$ cat src/rtl/eight_bit_operand_loader_module_pkg.sv
// Shared state encodings and defaults for the two-byte operand loader.
package eight_bit_operand_loader_module_pkg;

  typedef enum logic [1:0] {
    LOAD_A  = 2'b00,
    LOAD_B  = 2'b01,
    PRESENT = 2'b10
  } state_t;

  localparam int unsigned TIMEOUT_DEFAULT = 15;

endpackage

$ cat src/rtl/eight_bit_operand_loader_module_if.sv
// Byte-in / operand-pair-out bus between a producer, the loader and the downstream mux.
interface eight_bit_operand_loader_module_if;
  logic [7:0] in_data;
  logic       in_valid;
  logic       in_sel;
  logic       in_ready;
  logic       flush;
  logic [7:0] a;
  logic [7:0] b;
  logic       s;
  logic       out_valid;
  logic       out_ack;
  logic       timeout_err;

  modport slave (
    input  in_data, in_valid, in_sel, flush, out_ack,
    output in_ready, a, b, s, out_valid, timeout_err
  );

  modport master (
    output in_data, in_valid, in_sel, flush, out_ack,
    input  in_ready, a, b, s, out_valid, timeout_err
  );
endinterface

$ cat src/rtl/eight_bit_operand_loader_module_reg.sv
// 8-bit register with load enable and asynchronous active-low clear.
module eight_bit_enable_register_module (
  input  logic       clk,
  input  logic       reset_n,
  input  logic       en,
  input  logic [7:0] d,
  output logic [7:0] q
);

  logic [7:0] q_reg;

  always_ff @(posedge clk or negedge reset_n) begin
    if (!reset_n) begin
      q_reg <= 8'h00;
    end else if (en) begin
      q_reg <= d;
    end
  end

  assign q = q_reg;

endmodule

$ cat src/rtl/eight_bit_operand_loader_module.sv
// Collects two bytes from a shared bus into operands a/b plus select s and
// presents them until acknowledged or until the wait counter times out.
module eight_bit_operand_loader_module
  import eight_bit_operand_loader_module_pkg::*;
#(
  parameter int unsigned TIMEOUT = TIMEOUT_DEFAULT
) (
  input logic                              clk,
  input logic                              reset_n,
  eight_bit_operand_loader_module_if.slave bus
);

  localparam logic [7:0] TO_LAST = 8'(TIMEOUT - 1);

  state_t     state_reg;
  logic [7:0] cnt_reg;
  logic       s_reg;
  logic       terr_reg;

  logic       ld_en [2];
  logic [7:0] ld_q  [2];

  // Flush suppresses both operand loads so no byte slips in on an abort cycle.
  assign ld_en[0] = !bus.flush && (state_reg == LOAD_A) && bus.in_valid;
  assign ld_en[1] = !bus.flush && (state_reg == LOAD_B) && bus.in_valid;

  generate
    for (genvar gi = 0; gi < 2; gi++) begin : g_opnd
      eight_bit_enable_register_module u_reg (
        .clk     (clk),
        .reset_n (reset_n),
        .en      (ld_en[gi]),
        .d       (bus.in_data),
        .q       (ld_q[gi])
      );
    end
  endgenerate

  always_ff @(posedge clk or negedge reset_n) begin
    if (!reset_n) begin
      state_reg <= LOAD_A;
      cnt_reg   <= 8'h00;
      s_reg     <= 1'b0;
      terr_reg  <= 1'b0;
    end else if (bus.flush) begin
      state_reg <= LOAD_A;
      cnt_reg   <= 8'h00;
    end else begin
      case (state_reg)
        LOAD_A: begin
          if (bus.in_valid) begin
            state_reg <= LOAD_B;
            terr_reg  <= 1'b0;
          end
        end
        LOAD_B: begin
          if (bus.in_valid) begin
            state_reg <= PRESENT;
            s_reg     <= bus.in_sel;
            cnt_reg   <= 8'h00;
          end
        end
        PRESENT: begin
          // An ack arriving on the timeout cycle wins: the pair was consumed.
          if (bus.out_ack) begin
            state_reg <= LOAD_A;
            cnt_reg   <= 8'h00;
          end else if (cnt_reg == TO_LAST) begin
            state_reg <= LOAD_A;
            cnt_reg   <= 8'h00;
            terr_reg  <= 1'b1;
          end else begin
            cnt_reg <= cnt_reg + 8'd1;
          end
        end
        default: begin
          state_reg <= LOAD_A;
          cnt_reg   <= 8'h00;
        end
      endcase
    end
  end

  assign bus.in_ready    = (state_reg == LOAD_A) || (state_reg == LOAD_B);
  assign bus.out_valid   = (state_reg == PRESENT);
  assign bus.a           = ld_q[0];
  assign bus.b           = ld_q[1];
  assign bus.s           = s_reg;
  assign bus.timeout_err = terr_reg;

endmodule

$ cat src/flat_wrapper.sv
// flat-port wrapper written by rule: the top's interface ports become plain ports
module eight_bit_operand_loader_module_flat import eight_bit_operand_loader_module_pkg::*;
#(
  parameter int unsigned TIMEOUT = TIMEOUT_DEFAULT
)
  (clk, reset_n, bus_in_data, bus_in_valid, bus_in_sel, bus_flush, bus_out_ack, bus_in_ready, bus_a, bus_b, bus_s, bus_out_valid, bus_timeout_err);
  eight_bit_operand_loader_module_if bus_i ();
  input logic clk;
  input logic reset_n;
  input wire logic [$bits(bus_i.in_data)-1:0] bus_in_data;
  input wire logic [$bits(bus_i.in_valid)-1:0] bus_in_valid;
  input wire logic [$bits(bus_i.in_sel)-1:0] bus_in_sel;
  input wire logic [$bits(bus_i.flush)-1:0] bus_flush;
  input wire logic [$bits(bus_i.out_ack)-1:0] bus_out_ack;
  output wire logic [$bits(bus_i.in_ready)-1:0] bus_in_ready;
  output wire logic [$bits(bus_i.a)-1:0] bus_a;
  output wire logic [$bits(bus_i.b)-1:0] bus_b;
  output wire logic [$bits(bus_i.s)-1:0] bus_s;
  output wire logic [$bits(bus_i.out_valid)-1:0] bus_out_valid;
  output wire logic [$bits(bus_i.timeout_err)-1:0] bus_timeout_err;
  assign bus_i.in_data = bus_in_data;
  assign bus_i.in_valid = bus_in_valid;
  assign bus_i.in_sel = bus_in_sel;
  assign bus_i.flush = bus_flush;
  assign bus_i.out_ack = bus_out_ack;
  assign bus_in_ready = bus_i.in_ready;
  assign bus_a = bus_i.a;
  assign bus_b = bus_i.b;
  assign bus_s = bus_i.s;
  assign bus_out_valid = bus_i.out_valid;
  assign bus_timeout_err = bus_i.timeout_err;
  eight_bit_operand_loader_module #(.TIMEOUT(TIMEOUT)) u_core (.clk(clk), .reset_n(reset_n), .bus(bus_i));
endmodule
$ cat config.mk
export PLATFORM = sky130hd
export DESIGN_NAME = eight_bit_operand_loader_module_flat
export DESIGN_NICKNAME = d
export VERILOG_FILES = /design/src/rtl/eight_bit_operand_loader_module_pkg.sv /design/src/rtl/eight_bit_operand_loader_module_if.sv /design/src/rtl/eight_bit_operand_loader_module_reg.sv /design/src/rtl/eight_bit_operand_loader_module.sv /design/src/flat_wrapper.sv
export SDC_FILE = /design/constraint.sdc
export NUM_CORES = 1
export LEC_CHECK = 0
export CAP_MARGIN = 20
export CORE_ASPECT_RATIO = 0.8
export CORE_MARGIN = 5
export CORE_UTILIZATION = 30
export CTS_CLUSTER_DIAMETER = 30
export DETAILED_ROUTE_END_ITERATION = 8
export PLACE_DENSITY = 0.62
export SLEW_MARGIN = 10
export SYNTH_ARGS = -nofsm -noshare
export SYNTH_HDL_FRONTEND = slang
export SYNTH_SLANG_ARGS = --single-unit
$ cat constraint.sdc
create_clock -name clk -period 2.55 [get_ports clk]
set_clock_uncertainty 0.05 [all_clocks]
set_input_delay 0.51 -clock clk [delete_from_list [all_inputs] [get_ports clk]]
set_output_delay 0.51 -clock clk [all_outputs]
set_load 0.005 [all_outputs]
# Word level (Yosys, flattened, before mapping)
# Index checks and enable logic that the tools add are counted.
# op_classes
add_sub_neg,1
eq_ne,10
mux,15
bitwise_logic,1
reduce_logical,12
# op_table
operator,n
8-bit 2-to-1 mux,4
8-bit one-hot mux with 3 select lines,1
2-bit 2-to-1 mux,5
"8-bit by 1-bit adder with 8-bit output, second input constant",1
"8-bit by 4-bit equality test with 1-bit output, second input constant",1
"2-bit != test, second input constant",3
"3-bit != test, second input constant",2
2-bit one-hot mux with 3 select lines,1
3-bit AND reduction,2
5-bit AND reduction,1
1-bit logical AND,4
"4-bit by 3-bit != test with 1-bit output, second input constant",1
1-bit 2-to-1 mux,3
"2-bit by 1-bit equality test with 1-bit output, second input constant",1
"2-bit equality test, second input constant",1
2-bit logical NOT,1
"2-bit by 1-bit != test with 1-bit output, second input constant",1
1-bit one-hot mux with 2 select lines,1
2-bit AND reduction,1
2-bit nonzero test,1
1-bit logical NOT,1
1-bit logical OR,1
1-bit NOT,1
# totals
regBits,28
input_bits,14
out_inout_bits,20
elab_cells,45

# Depth between registers and ports, before layout
# Gate-level depths: netlist of the first run.
# logic_depth
depth_word,5
depth_mapped,6
ltp_nobuf,6

# By module
# From an unflattened synthesis of the first run, not the netlist that was laid out.
# hier_totals
cells_unflattened,104
area_unflattened_um2,1325.0
# by_module_without_submodules
module,instances,cells_each,area_per_inst_um2,seq_area_each_um2
eight_bit_enable_register_module,2,17,331.6,200.2
eight_bit_operand_loader_module,1,70,661.9,300.3

# Least setup slack after synthesis of the first run
# OpenSTA, ideal clock, no wires.
# synth_path
path_type,input port to flip-flop
startpoint,input bus_out_ack
endpoint,register u_core.cnt_reg[7]
setup_time_ps,83
arrival_time_ps,1455
t_required_ps,2417
setup_slack_ps,962
path_stages,4
n_path_buf,0
path_cell_list,nor4b_2 > a21bo_2 > or3_1 > o21ai_0
# synth_via
elab_chain_cells,3
# synth_lines
item,line_no,rtl
from (decl),flat_wrapper.sv:14,input wire logic [$bits(bus_i.out_ack)-1:0] bus_out_ack;
8-bit 2-to-1 mux,eight_bit_operand_loader_module.sv:65,if (bus.out_ack) begin
8-bit one-hot mux with 3 select lines,eight_bit_operand_loader_module.sv:49,case (state_reg)
8-bit 2-to-1 mux,eight_bit_operand_loader_module.sv:45,end else if (bus.flush) begin
to (signal assigned),eight_bit_operand_loader_module.sv:73,cnt_reg <= cnt_reg + 8'd1;
to (decl),eight_bit_operand_loader_module.sv:16,logic [7:0] cnt_reg;
# No other way between the ends.
# A chain may end at the register's enable or synchronous reset.

# Worst setup path after layout of the first run
# layout_path
startpoint,register u_core.state_reg[1]
endpoint,output bus_out_valid
# layout_via
elab_chain_cells,1
# layout_lines
item,line_no,rtl
from (decl),eight_bit_operand_loader_module.sv:15,state_t state_reg;
from (signal assigned),eight_bit_operand_loader_module.sv:41,state_reg <= LOAD_A;
from (signal assigned),eight_bit_operand_loader_module.sv:46,state_reg <= LOAD_A;
from (signal assigned),eight_bit_operand_loader_module.sv:52,state_reg <= LOAD_B;
2-bit equality test,eight_bit_operand_loader_module.sv:85,assign bus.out_valid = (state_reg == PRESENT);
to (decl),flat_wrapper.sv:19,output wire logic [$bits(bus_i.out_valid)-1:0] bus_out_valid;
# No other way between the ends.

==> metrics, run 1 <==
run status finished, final reports clean; met1 usage 13.1%; GP Congestion 0.834; Worst-Skew Late Latency 0.27 ns; CP Max Fanout 8; clock-pin slew on the worst setup and hold paths about 0.090 ns; register area 701 µm²; Critical R2R Launch u_core.state_reg[1]$_DFFE_PN0P_; Final Hold Viols 0; Post-CTS Hold Buffers 0; Req. time, crit path 1.99 ns; path type of the worst min-delay path flip-flop to flip-flop; setup_tns 0 ns; worst reg2reg path depth 4; leakage just over 0.7 nW; root buf cell clkbuf_8; Pins Over Slew Limit 0; first-pass GRT wire length about 4800 µm; Via density 4.70; critical path type flip-flop to output pin; multi-input gate area in the final layout 541 µm²; post-synthesis net count about 120; Max Buffers Root-to-Sink 2; Max-cap violations 0; Synth Area in Simple Gates 16.0%; final WL about 2700 µm; Post-CTS Setup Bufs 0; # IOs 34; syn avg cell area between 10 and 15 µm²; TritonRoute pass-1 iters 3; drt wl/cell between 10 and 15 µm; TritonCTS buffer count 3; CP startpoint u_core.state_reg[1]$_DFFE_PN0P_; CTS sink cnt 28; Setup crit start kind flip-flop; Post-DRT Antenna Nets 0; synth warn 0; Total GRT Usage between 10% and 20%; H-Tree Level Count 1; Initial Util 30.7%; Final period util 82.5%; vias in the first global route 1024; Antenna Diode Count 0; Pwr Density 664 mW/mm²; Final setup viols 0; largest area contributor in the netlist dfrtp_1; global route hottest layer met2; top cells by area, synth dfrtp_1 55%, mux2_2 15%, a21oi_1 2.4%; Die X 82.9 µm; Compound-Gate Fraction of Synth Area 8.73%; Final Core Density a little over two fifths; # DRC 0; Std-Cell Rows 21; fmax 475 MHz; fillcell total around 420; DR vias 925; Crit. End Element output pin; max reg flops 16; met3 usage in global routing 2.29%; Distinct cells, synth 31; Adder-Cell Fraction of Synth Area approximately 2.0%; #FFs+latches synth 28; worst endpoint data arrival time roughly 1.5 ns; M2 GR Usage 17.7%; Worst Max-Slew Pin Slew 0.365 ns; relative slew slack 75.5%; Nets 158; largest family of logic cells by synthesized area simple AND/OR/NAND/NOR gates; share of layout cells above drive strength 1 about 22%; XOR/XNOR share of the synthesized area 0.687%; Die Y 68.3 µm; Peak VDD IR 215 µV; die area roughly 0.0057 mm²; register area share after synthesis 55.0%; Buffers on Ports 33; CTS tree built; RSZ-0062 raised after global routing no; Syn Inst Count 102; initial antenna violation count 0; Area Growth Syn to Fin 36.2%; reg2reg end u_core.cnt_reg[7]$_DFFE_PN0P_; reg-to-reg slack, setup 0.79 ns; grt ovf 0; HPWL after DPL 2040 µm; DRC marker count from the first detailed-route iteration 40; Tmin final 2.10 ns; critical path capture point bus_out_valid; area share of the largest cell type after synthesis 55.0%; mux contribution to synthesized area 15.0%; mapped cell area approximately 0.0013 mm²; core area 0.00415 mm²; largest net degree at the start of global routing 29; post-CTS sizing 0
==> worst max-delay path, stage by stage, from the launching register on <==
cell and delay (ns):
dfrtp_1 0.56, inv_1 0.10, nor2_1 0.11, clkdlybuf4s50_1 0.50
==> logic make-up after synthesis <==
group / Yosys count
XOR/XNOR: 1
buffers and inverters: 8
multiplexers: 17
AND/OR/NAND/NOR: 28
adder cells (fa/ha/maj): 2
AO/OA/AOI/OAI: 18
flip-flops: 28
==> synthesized netlist by cell type <==
master / count
o21ai_0: 5
a21o_1: 1
nand3_1: 2
ha_1: 2
a21oi_1: 6
inv_1: 6
nor2b_1: 1
nor2_1: 3
and3_1: 1
and4bb_2: 1
clkbuf_1: 1
mux2_2: 17
nor4b_4: 1
and2_0: 1
a21boi_2: 1
and4_1: 1
nor3_4: 1
dfrtp_1: 28
nor3b_2: 1
nor3_1: 1
or3_1: 2
nand2b_1: 3
a21bo_2: 1
nor4b_2: 1
xnor2_1: 1
nand2_1: 5
buf_4: 1
a31oi_1: 3
a22o_1: 1
or4_1: 1
nand4_1: 2
==> placed cells by master, fill, tap and decap left out, types with 2 or more instances in the layout <==
master,instances
a21oi_1,6
buf_4,4
ha_1,2
clkbuf_8,3
inv_1,6
nand2_1,5
nand4_1,2
nand3_1,2
or3_1,2
nor2_1,3
clkdlybuf4s50_1,33
dfrtp_1,28
nand2b_1,3
a31oi_1,3
mux2_2,17
o21ai_0,5
==> worst min path at each step <==
stage / depth (start not counted) / start / endpoint / slack, ns
2_1_floorplan: 0 / reset_n / u_core.bus.s$_DFFE_PN0P_ / 0.16
5_1_grt: 1 / u_core.g_opnd[0].u_reg.q[6]$_DFFE_PN0P_ / u_core.g_opnd[0].u_reg.q[6]$_DFFE_PN0P_ / 0.49
6_report: 1 / u_core.g_opnd[0].u_reg.q[6]$_DFFE_PN0P_ / u_core.g_opnd[0].u_reg.q[6]$_DFFE_PN0P_ / 0.46
3_5_place_dp: 1 / u_core.g_opnd[0].u_reg.q[4]$_DFFE_PN0P_ / u_core.g_opnd[0].u_reg.q[4]$_DFFE_PN0P_ / 0.45
3_3_place_gp: 1 / u_core.g_opnd[0].u_reg.q[6]$_DFFE_PN0P_ / u_core.g_opnd[0].u_reg.q[6]$_DFFE_PN0P_ / 0.44
4_1_cts: 1 / u_core.g_opnd[0].u_reg.q[6]$_DFFE_PN0P_ / u_core.g_opnd[0].u_reg.q[6]$_DFFE_PN0P_ / 0.47
==> per-stage QoR <==
| stage | power, W | std cells | setup WS [ns] | hold slack (ns) | instance area (µm²) |
|---|---|---|---|---|---|
| 6_report | 0.00115 | 197 | 0.446 | 0.460 | 1740 |
| 2_1_floorplan | 0.000697 | 102 | 0.962 | 0.164 | 1270 |
| 3_3_place_gp | 0.000923 | 194 | 0.405 | 0.442 | 1700 |
| 5_1_grt | 0.00122 | 197 | 0.385 | 0.485 | 1740 |
| 3_5_place_dp | 0.000939 | 194 | 0.350 | 0.445 | 1700 |
| 4_1_cts | 0.00118 | 197 | 0.409 | 0.466 | 1740 |
==> routing by layer <==
metal  part of all wire [%]  vias to the layer above
met1                     47                      460
li1                       -                      439
met4                   0.55                        0
met2                     49                       22
met5                      0                        -
met3                    4.1                        4
==> layout make-up <==
class / instances / share of cell area (%)
Inverter: 6 / 1.30
Clock buffer: 3 / 2.38
Sequential cell: 28 / 40.3
Timing Repair Buffer: 37 / 20.7
Tap cell: 57 / 4.11
Multi-Input combinational cell: 66 / 31.1
==> power by group <==
group / internal [W] / switching [W] / total, W
clock network: 0.000106 / 0.000129 / 0.000235
logic: 0.000238 / 0.0000996 / 0.000338
registers: 0.000531 / 0.0000499 / 0.000581
Power figures use the tool's default switching activity.
==> run 2: changes to the inputs <==
==> constraint.sdc (replaced) <==
create_clock -name clk -period 1.95 [get_ports clk]
set_clock_uncertainty 0.05 [all_clocks]
set_input_delay 0.39 -clock clk [delete_from_list [all_inputs] [get_ports clk]]
set_output_delay 0.39 -clock clk [all_outputs]
set_load 0.005 [all_outputs]
==> metrics, run 2 (synthesis results as in run 1) <==
Final Core Density 43.6% (+1.7 points); Setup crit start kind flip-flop; commonest non-fill, non-tap cells in the layout 33 x clkdlybuf4s50_1, 27 x dfrtp_1, 17 x mux2_2; path type of the worst min-delay path primary input to async pin; final worst slack 0.118 ns (-0.328 ns); Worst-Skew Late Latency 0.27 ns (about the same); Post-CTS Hold Buffers 0 (unchanged); # IOs 34 (unchanged); Initial Util 30.7% (unchanged); initial antenna violation count 0 (unchanged); CP startpoint u_core.state_reg[0]$_DFFE_PN0P_; worst hold margin 0.440 ns (-0.0206 ns); Crit. End Element output pin; HPWL after DPL 2230 µm (+9.1%); worst endpoint data arrival time 1.39 ns (-0.15 ns); Peak VDD IR 314 µV (+46%); CTS tree built; Final period util 93.9%; Req. time, crit path 1.51 ns (-0.48 ns); Tmin final between 1.5 and 2 ns; die area 0.00566 mm² (unchanged); drt wl/cell 14.2 µm (+1.9%); design area 0.00181 mm² (+4.2%); grt ovf 0 (unchanged); Via density 4.76 (+1.4%); TritonCTS buffer count 3 (unchanged); core area 0.00415 mm² (unchanged); critical path type flip-flop to output pin; Max-cap violations 0 (unchanged); Final setup viols 0 (unchanged); Buffers on Ports 33 (unchanged); Std-Cell Rows 21 (unchanged); Antenna Diode Count 0 (unchanged); DRC marker count from the first detailed-route iteration 51 (+28%); CTS sink cnt 28 (unchanged); Max Buffers Root-to-Sink 2 (unchanged); leakage 0.754 nW (+5.5%); Pins Over Slew Limit 0 (unchanged); Nets 164 (+3.8%); # DRC 0 (unchanged); RSZ-0062 raised after global routing no; TritonRoute pass-1 iters 4 (+1); setup_tns 0 ns (unchanged); Final Hold Viols 0 (unchanged); share of layout cells above drive strength 1 26.5% (+4.4 points); final WL 2890 µm (+5.5%); Die Y 68.3 µm (unchanged); pre-CTS setup slack -0.102 ns (-0.452 ns); Total GRT Usage 10.8% (+0.30 points); run status finished, final reports clean; DR vias 971 (+5.0%); H-Tree Level Count 1 (unchanged); first-pass GRT wire length 4810 µm (+0.59%); worst reg2reg path depth 6 (+2); most common cell after layout, fill and taps aside clkdlybuf4s50_1; Worst Max-Slew Pin Slew 0.361 ns (-0.00412 ns); Area Growth Syn to Fin 41.9%; root buf cell clkbuf_8; placed cell area 0.00173 mm² (+2.1%); CP Max Fanout 6 (-2); Die X 82.9 µm (unchanged); Pwr Density 864 mW/mm² (+30%); clock-pin slew on the worst setup and hold paths 0.09 ns (about the same); fmax 546 MHz; max reg flops 16 (unchanged); largest net degree at the start of global routing 29 (unchanged); reg-to-reg slack, setup 0.23 ns (-0.56 ns); Post-DRT Antenna Nets 0 (unchanged); GP Congestion 0.791 (-5.2%); reg2reg end u_core.bus.timeout_err$_DFFE_PN0P_; vias in the first global route 972 (-5.1%); Critical R2R Launch u_core.cnt_reg[0]$_DFFE_PN0P_; relative slew slack 75.9% (+0.42 points)
-- run 2: cell count changes in the layout (fill, tap and decap cells not counted), sizes merged --
cell    change
buf         +6
clkbuf      +1
-- run 2: worst max-delay path, cell delays in order, from the launching register on --
cell and delay [ns]:
dfrtp_1 0.49, nor2_1 0.12, clkdlybuf4s50_1 0.51
-- run 2: metal layers --
layer	routed length [µm]	part of all wire (%)	GRT usage (%)
met1	1320	46	13.4
met2	1350	47	17.7
met3	174	6.0	2.77
met4	50	1.7	5.71
met5	0	0	0
-- run 2: how the worst max path moves through the flow --
stage                                          to  slack [ns]  depth (start not counted)
6_report                            bus_out_valid        0.12                          2
5_1_grt                             bus_out_valid        0.03                          2
4_1_cts                             bus_out_valid        0.04                          3
3_5_place_dp        u_core.cnt_reg[7]$_DFFE_PN0P_       -0.10                          5
3_3_place_gp        u_core.cnt_reg[6]$_DFFE_PN0P_       -0.02                          5
2_1_floorplan  u_core.bus.timeout_err$_DFFE_PN0P_        0.41                          6
-- run 2: per-stage QoR --
step	std cells	power [W]
5_1_grt	204	0.00166
3_5_place_dp	197	0.00123
3_3_place_gp	197	0.00121
2_1_floorplan	102	0.000912
6_report	204	0.00156
4_1_cts	201	0.00159
-- run 2: repair_timing --
item	4_1_cts	5_1_grt
gates resized for setup	1	0
endpoints found under the setup margin	1	1
setup buffers	0	3
endpoints found under the hold margin	0	0
-- run 2: area by class of cell --
class,instances,area (µm²)
fillers,410,2340
multi-input cells,66,541
inverters,6,22.5
well taps,57,71.3
flip-flops and latches,28,702
repair buffers,43,418
clock buffers,4,55.1
-- run 2: where the power goes --
part | internal (W) | total (W) | switching, W
logic | 0.000320 | 0.000454 | 0.000134
clock network | 0.000180 | 0.000350 | 0.000170
registers | 0.000695 | 0.000760 | 0.0000651
==> run 3: changes to the inputs <==
--- a/config.mk
+++ b/config.mk
@@ -5,7 +5,7 @@
 export SDC_FILE = /design/constraint.sdc
 export NUM_CORES = 1
 export LEC_CHECK = 0
-export CAP_MARGIN = 20
+export ABC_CLOCK_PERIOD_IN_PS = 1950
 export CORE_ASPECT_RATIO = 0.8
 export CORE_MARGIN = 5
 export CORE_UTILIZATION = 30
==> results of run 3 <==
The final DEF is identical to that of run 2; final timing and power are the same.
